**src/rtl/dbus_store_buffer_pkg.sv**
```systemverilog
// Shared types for the data-bus store buffer: bus request/response
// structs, the buffered store entry and the controller state encoding.
package sb_pkg;

    localparam int ADDR_W   = 32;
    localparam int DATA_W   = 32;
    localparam int STRB_W   = DATA_W / 8;
    localparam int SIZE_W   = 3;

    // Default number of store entries; must be a power of two, >= 2.
    localparam int SB_DEPTH = 4;

    typedef logic [ADDR_W-1:0] addr_t;
    typedef logic [SIZE_W-1:0] msize_t;
    typedef logic [STRB_W-1:0] strobe_t;
    typedef logic [DATA_W-1:0] word_t;

    // Bus request: strobe != 0 marks a write, strobe == 0 a read.
    typedef struct packed {
        logic    valid;
        addr_t   addr;
        msize_t  size;
        strobe_t strobe;
        word_t   data;
    } dbus_req_t;

    typedef struct packed {
        logic  addr_ok;
        logic  data_ok;
        word_t data;
    } dbus_resp_t;

    // One buffered store (also reused to hold the captured load).
    typedef struct packed {
        addr_t   addr;
        msize_t  size;
        strobe_t strobe;
        word_t   data;
    } sb_entry_t;

    typedef enum logic [2:0] {
        SB_IDLE       = 3'd0,
        SB_DRAIN_ADDR = 3'd1,
        SB_DRAIN_DATA = 3'd2,
        SB_READ_ADDR  = 3'd3,
        SB_READ_DATA  = 3'd4
    } sb_state_t;

endpackage

```
**src/rtl/dbus_store_buffer_fifo.sv**
```systemverilog
// sb_fifo: DEPTH-entry synchronous FIFO of buffered stores. Pointers wrap
// naturally because DEPTH is a power of two; the count is one bit wider so
// that count == DEPTH unambiguously means full.
module sb_fifo
    import sb_pkg::*;
#(
    parameter int DEPTH = SB_DEPTH
) (
    input  logic                   clk,
    input  logic                   reset,
    input  logic                   push_i,
    input  logic                   pop_i,
    input  sb_entry_t              wdata_i,
    output sb_entry_t              head_o,
    output logic [$clog2(DEPTH):0] count_o,
    output logic                   full_o,
    output logic                   empty_o
);

    localparam int PTR_W = $clog2(DEPTH);
    localparam int CNT_W = PTR_W + 1;

    sb_entry_t          mem_q [DEPTH];
    logic [PTR_W-1:0]   wr_ptr_q, wr_ptr_d;
    logic [PTR_W-1:0]   rd_ptr_q, rd_ptr_d;
    logic [CNT_W-1:0]   count_q, count_d;
    logic               do_push, do_pop;

    assign full_o  = (count_q == CNT_W'(DEPTH));
    assign empty_o = (count_q == '0);
    assign do_push = push_i && !full_o;
    assign do_pop  = pop_i && !empty_o;
    assign head_o  = mem_q[rd_ptr_q];
    assign count_o = count_q;

    // Next pointer and occupancy values; simultaneous push and pop keep the count.
    always_comb begin
        wr_ptr_d = wr_ptr_q;
        rd_ptr_d = rd_ptr_q;
        count_d  = count_q;
        if (do_push) wr_ptr_d = wr_ptr_q + 1'b1;
        if (do_pop)  rd_ptr_d = rd_ptr_q + 1'b1;
        case ({do_push, do_pop})
            2'b10:   count_d = count_q + 1'b1;
            2'b01:   count_d = count_q - 1'b1;
            default: count_d = count_q;
        endcase
    end

    // Entry storage; no reset needed since occupancy gates every read.
    always_ff @(posedge clk) begin
        if (do_push) mem_q[wr_ptr_q] <= wdata_i;
    end

    // Pointer and count registers.
    always_ff @(posedge clk) begin
        if (reset) begin
            wr_ptr_q <= '0;
            rd_ptr_q <= '0;
            count_q  <= '0;
        end else begin
            wr_ptr_q <= wr_ptr_d;
            rd_ptr_q <= rd_ptr_d;
            count_q  <= count_d;
        end
    end

endmodule

```
**src/rtl/dbus_store_buffer.sv**
```systemverilog
// dbus_store_buffer: posted-write buffer between the core data port and
// the downstream bus. Stores are acknowledged immediately and drained in
// FIFO order; a load waits until every buffered store has completed and
// then passes through, so memory ordering stays strict.
//
// Handshake: a request is presented with valid=1 and held stable until
// addr_ok is seen in the same cycle; the transfer completes on data_ok,
// which may coincide with addr_ok. mreq is built only from registers.
module dbus_store_buffer
    import sb_pkg::*;
#(
    parameter int DEPTH = SB_DEPTH
) (
    input  logic                   clk,
    input  logic                   reset,
    input  dbus_req_t              creq,
    output dbus_resp_t             cresp,
    output dbus_req_t              mreq,
    input  dbus_resp_t             mresp,
    output logic                   sb_empty,
    output logic [$clog2(DEPTH):0] sb_count
);

    sb_state_t              state_q, state_d;
    sb_entry_t              rd_q, rd_d;
    sb_entry_t              creq_entry, head;
    logic [$clog2(DEPTH):0] fifo_count;
    logic                   fifo_full, fifo_empty;
    logic                   wr_req, rd_req, wr_accept, rd_start;
    logic                   in_read, in_drain, drain_done, rd_done;

    assign creq_entry = '{addr: creq.addr, size: creq.size,
                          strobe: creq.strobe, data: creq.data};

    assign wr_req   = creq.valid && (|creq.strobe);
    assign rd_req   = creq.valid && (creq.strobe == '0);
    assign in_read  = (state_q == SB_READ_ADDR) || (state_q == SB_READ_DATA);
    assign in_drain = (state_q == SB_DRAIN_ADDR) || (state_q == SB_DRAIN_DATA);

    // A full buffer refuses the write even if a pop retires an entry this cycle.
    assign wr_accept = wr_req && !fifo_full && !in_read;
    // A load leaves IDLE only once nothing is buffered (drain has priority).
    assign rd_start  = (state_q == SB_IDLE) && fifo_empty && rd_req;

    assign drain_done = ((state_q == SB_DRAIN_ADDR) && mresp.addr_ok && mresp.data_ok) ||
                        ((state_q == SB_DRAIN_DATA) && mresp.data_ok);
    assign rd_done    = ((state_q == SB_READ_ADDR) && mresp.addr_ok && mresp.data_ok) ||
                        ((state_q == SB_READ_DATA) && mresp.data_ok);

    assign rd_d = rd_start ? creq_entry : rd_q;

    sb_fifo #(
        .DEPTH (DEPTH)
    ) u_fifo (
        .clk     (clk),
        .reset   (reset),
        .push_i  (wr_accept),
        .pop_i   (drain_done),
        .wdata_i (creq_entry),
        .head_o  (head),
        .count_o (fifo_count),
        .full_o  (fifo_full),
        .empty_o (fifo_empty)
    );

    // State register.
    always_ff @(posedge clk) begin
        if (reset) state_q <= SB_IDLE;
        else       state_q <= state_d;
    end

    // Captured load request, held for the whole read transaction.
    always_ff @(posedge clk) begin
        if (reset) rd_q <= '0;
        else       rd_q <= rd_d;
    end

    // Next-state logic. A store pushed in IDLE starts its drain at the
    // same edge so the downstream request appears in the following cycle.
    always_comb begin
        state_d = state_q;
        case (state_q)
            SB_IDLE: begin
                if (!fifo_empty || wr_accept) state_d = SB_DRAIN_ADDR;
                else if (rd_start)            state_d = SB_READ_ADDR;
            end
            SB_DRAIN_ADDR: begin
                if (mresp.addr_ok) state_d = mresp.data_ok ? SB_IDLE : SB_DRAIN_DATA;
            end
            SB_DRAIN_DATA: begin
                if (mresp.data_ok) state_d = SB_IDLE;
            end
            SB_READ_ADDR: begin
                if (mresp.addr_ok) state_d = mresp.data_ok ? SB_IDLE : SB_READ_DATA;
            end
            SB_READ_DATA: begin
                if (mresp.data_ok) state_d = SB_IDLE;
            end
            default: state_d = SB_IDLE;
        endcase
    end

    // Output muxing: downstream request from registers, core response and status.
    always_comb begin
        mreq  = '0;
        cresp = '0;
        if (in_read) begin
            mreq.addr   = rd_q.addr;
            mreq.size   = rd_q.size;
            mreq.strobe = rd_q.strobe;
            mreq.data   = rd_q.data;
        end else begin
            mreq.addr   = head.addr;
            mreq.size   = head.size;
            mreq.strobe = head.strobe;
            mreq.data   = head.data;
        end
        mreq.valid = (state_q == SB_DRAIN_ADDR) || (state_q == SB_READ_ADDR);

        if (wr_accept) begin
            cresp.addr_ok = 1'b1;
            cresp.data_ok = 1'b1;
        end else if (rd_done) begin
            cresp.addr_ok = 1'b1;
            cresp.data_ok = 1'b1;
            cresp.data    = mresp.data;
        end

        sb_empty = fifo_empty && !in_drain;
    end

    assign sb_count = fifo_count;

endmodule

```
**config.mk**
```make
export PLATFORM = sky130hd
export DESIGN_NAME = dbus_store_buffer
export DESIGN_NICKNAME = d
export VERILOG_FILES = /design/src/rtl/dbus_store_buffer_pkg.sv /design/src/rtl/dbus_store_buffer_fifo.sv /design/src/rtl/dbus_store_buffer.sv
export SDC_FILE = /design/constraint.sdc
export NUM_CORES = 1
export LEC_CHECK = 0
export BUFFER_PORTS_ARGS = -buffer_cell sky130_fd_sc_hd__buf_2
export CAP_MARGIN = 20
export CORE_UTILIZATION = 29
export DETAILED_ROUTE_END_ITERATION = 6
export PLACE_DENSITY = 0.52
export RECOVER_POWER = 25
export SYNTH_ARGS = -nofsm -noshare
export SYNTH_HDL_FRONTEND = slang
export SYNTH_HIERARCHICAL = 1
export SYNTH_SLANG_ARGS = --single-unit
```
**constraint.sdc**
```tcl
create_clock -name clk -period 3.65 [get_ports clk]
set_input_delay 0.5475 -clock clk [delete_from_list [all_inputs] [get_ports clk]]
set_output_delay 0.5475 -clock clk [all_outputs]
set_load 0.005 [all_outputs]
```
==> run_results.csv <==
group,metric,value,unit
run_status,status,"finished, final reports clean",
clock_network,clockBufferDepth,3,
setup_path,rrSetupSlack,700,ps
logic_synthesis,synth.distinct_cells,48,
timing,report.final.hold_viol_count,0,
drt,drt_pass1_iterations,4,
die,io_pins,218,
drt,vias,8176,
grt,antenna_found_initial,4,
timing,setup_viol_count_final,0,
layout,area_growth,20.03,%
clock_network,cts_setup_buffers,0,
timing,fmax,299.6,MHz
timing,grt_setup_unrepaired,"no",
timing,setup_tns,0,ps
min_path,hold_path_depth,1,
timing,slew_violations,0,
power,ir_drop,375.6,uV
min_path,min_to,"u_fifo/mem_q[0][67]",
logic_synthesis,synth_ff_type,"edfxtp_1",
logic_synthesis,ys_seq_area_frac,0.6794,
drt,drc,0,
logic_synthesis,ys_warn_count,6,
setup_path,worstReg2RegEnd,"u_fifo/count_o[2]",
layout,nets,1218,
min_path,hp-class,"in -> reg",
setup_path,rr_worst_depth,12,
grt,grt_use_total,0.1302,
drt,drt_wl_total,34260,um
setup_path,start_kind,"flop",
timing,worst_slew_pin_slew,1029,ps
grt,grt_pass1_wl,52210,um
logic_synthesis,syn_nets,993,
die,die_h,229.4,um
clock_network,cts_made_buffers,42,
logic_synthesis,yosys-top-cells-area,"edfxtp_1, dfxtp_1, mux4_2, mux2_4, nand2_1",
logic_synthesis,synth_top_area_frac,0.5686,
grt,overflow,0,
timing,skew,14.92,ps
grt,grt_max_degree,72,
clock_network,cts_tree,"yes",
die,dieArea,0.05263,mm2
run,cap_violations,0,
logic_synthesis,synth_seq_cells,367,
setup_path,r2r-start,"state_q[0]",
die,die_x,229.4,um
clock_network,cts_htree_levels,2,
clock_network,clk_pin_slew,60,ps
layout,fillers,4819,
drt,viasPerCell,4.517,
timing,min_period,3338,ps
die,core,0.05058,mm2
timing,worst_hold_slack,240.2,ps
power,powerDensity,619.3,mW/mm2
clock_network,hold_buffers,0,
die,initial_utilization,0.2965,
power,power.total,11150,uW
place,place_congestion,0.6838,
logic_synthesis,syn_area,0.01500,mm2
place,hpwl,20090,um
setup_path,path_max_fanout,71,
setup_path,worstPathRequired,3100,ps
power,leakagePower,0.006284,uW
clock_network,clock_latency,550,ps
place,portBuffers,217,
setup_path,crit_start,"state_q[2]",
die,rows,82,
setup_path,crit_arrival,2790,ps
layout,final_area,0.01800,mm2
grt,grt_pass1_vias,8479,
logic_synthesis,async_flop_share,0,
min_path,worstHoldStart,"creq[67]",
layout,layout_common_cells,"edfxtp_1, buf_2, nand2_1",
drt,drt_iter0_markers,376,
logic_synthesis,syn_inst,879,
clock_network,cts_sinks,367,
drt,wl_per_cell,18.93,um
drt,ant_nets,0,
timing,max_slew_margin,0.3139,
logic_synthesis,synth-edff-count,284,
layout,utilization,0.3559,
place,placed_cell_area,0.01670,mm2
layout,final_common_cell,"edfxtp_1",
setup_path,endpoint_kind,"output pin",
logic_synthesis,avgSynthCellArea,17.06,um2
timing,post-route-period-util,0.9146,
clock_network,cts_resized,0,
clock_network,cts_root_buf,"clkbuf_16",
logic_synthesis,yosys.area.top_type,"edfxtp_1",
setup_path,worstSetupPathType,"reg -> out",
layout,drive_above_1_share,0.3544,
-- how the worst max path moves through the flow --
stage | end | slack [ps]
finish | mreq[6] | 310
global route | mreq[29] | 200
global placement | u_fifo/count_o[2] | 700
detailed placement | u_fifo/count_o[2] | 690
floorplan | u_fifo/mem_q[1][0] | 80
CTS | mreq[29] | 280
-- area by class of cell --
| type | instances | area (um2) | area share |
|---|---|---|---|
| repair buffers | 239 | 1303 | 0.07235 |
| inverters | 8 | 30.03 | 0.001668 |
| diodes | 1 | 2.502 | 0.0001390 |
| multi-input cells | 446 | 4265 | 0.2369 |
| clock buffers | 58 | 1162 | 0.06457 |
| well taps | 672 | 840.8 | 0.04671 |
| flip-flops and latches | 367 | 10200 | 0.5664 |
| clock inverters | 19 | 201.4 | 0.01119 |
-- cells in the mapped netlist, types with 5 or more instances --
cell        n
a21oi_1    72
and3_1     33
buf_12     14
buf_2      14
buf_6       9
clkbuf_1   15
dfxtp_1    83
edfxtp_1  284
ha_1        5
inv_1       8
mux2_4     70
mux4_2     70
nand2_1   138
nor2_1      7
nor3b_1     5
o21ai_0     6
-- power by group --
| group | internal, uW | total (uW) | switching, uW |
|---|---|---|---|
| Sequential | 4870 | 5020 | 145 |
| Combinational | 1070 | 2010 | 943 |
| Clock | 2460 | 4120 | 1660 |
| Total | 8400 | 11100 | 2750 |
-- state kept, by name, indices dropped and copies added (netlist names), named ones only --
register         flops
u_fifo/count_o       3
u_fifo/mem_q       284
state_q              3
rd_q                71
u_fifo/rd_ptr_q      2
u_fifo/wr_ptr_q      2
-- routing by layer --
layer / vias up / wire length [um] / track usage
li1: 3811 / - / -
met1: 4113 / 14890 / 0.1657
met2: 181 / 16410 / 0.2130
met3: 63 / 2262 / 0.03909
met4: 8 / 648 / 0.03750
met5: - / 45 / 0
-- kinds of logic after synthesis --
kind of cell / Yosys count / share of synthesized area
muxes: 143 / 0.1784
DFF: 367 / 0.6794
buffers and inverters: 66 / 0.03804
and+or+nand+nor: 208 / 0.06657
AOI/OAI and AO/OA: 85 / 0.02978
xor gates and xnor gates: 4 / 0.002336
adders and majority gates: 6 / 0.005506
-- critical path, stage by stage, from the launching register on --
cell     delay (ps)
dfxtp_1         510
or3b_1          540
nand2_8         110
buf_12          490
mux2_4          370
buf_2           130
-- stage by stage --
stage          setup WS [ps]  cells
2_1_floorplan          84.94    879
3_3_place_gp           700.3   1732
3_5_place_dp           688.0   1732
4_1_cts                275.0   1809
5_1_grt                198.6   1809
6_report               311.7   1810
No activity file was read; power rests on OpenSTA's default activity.
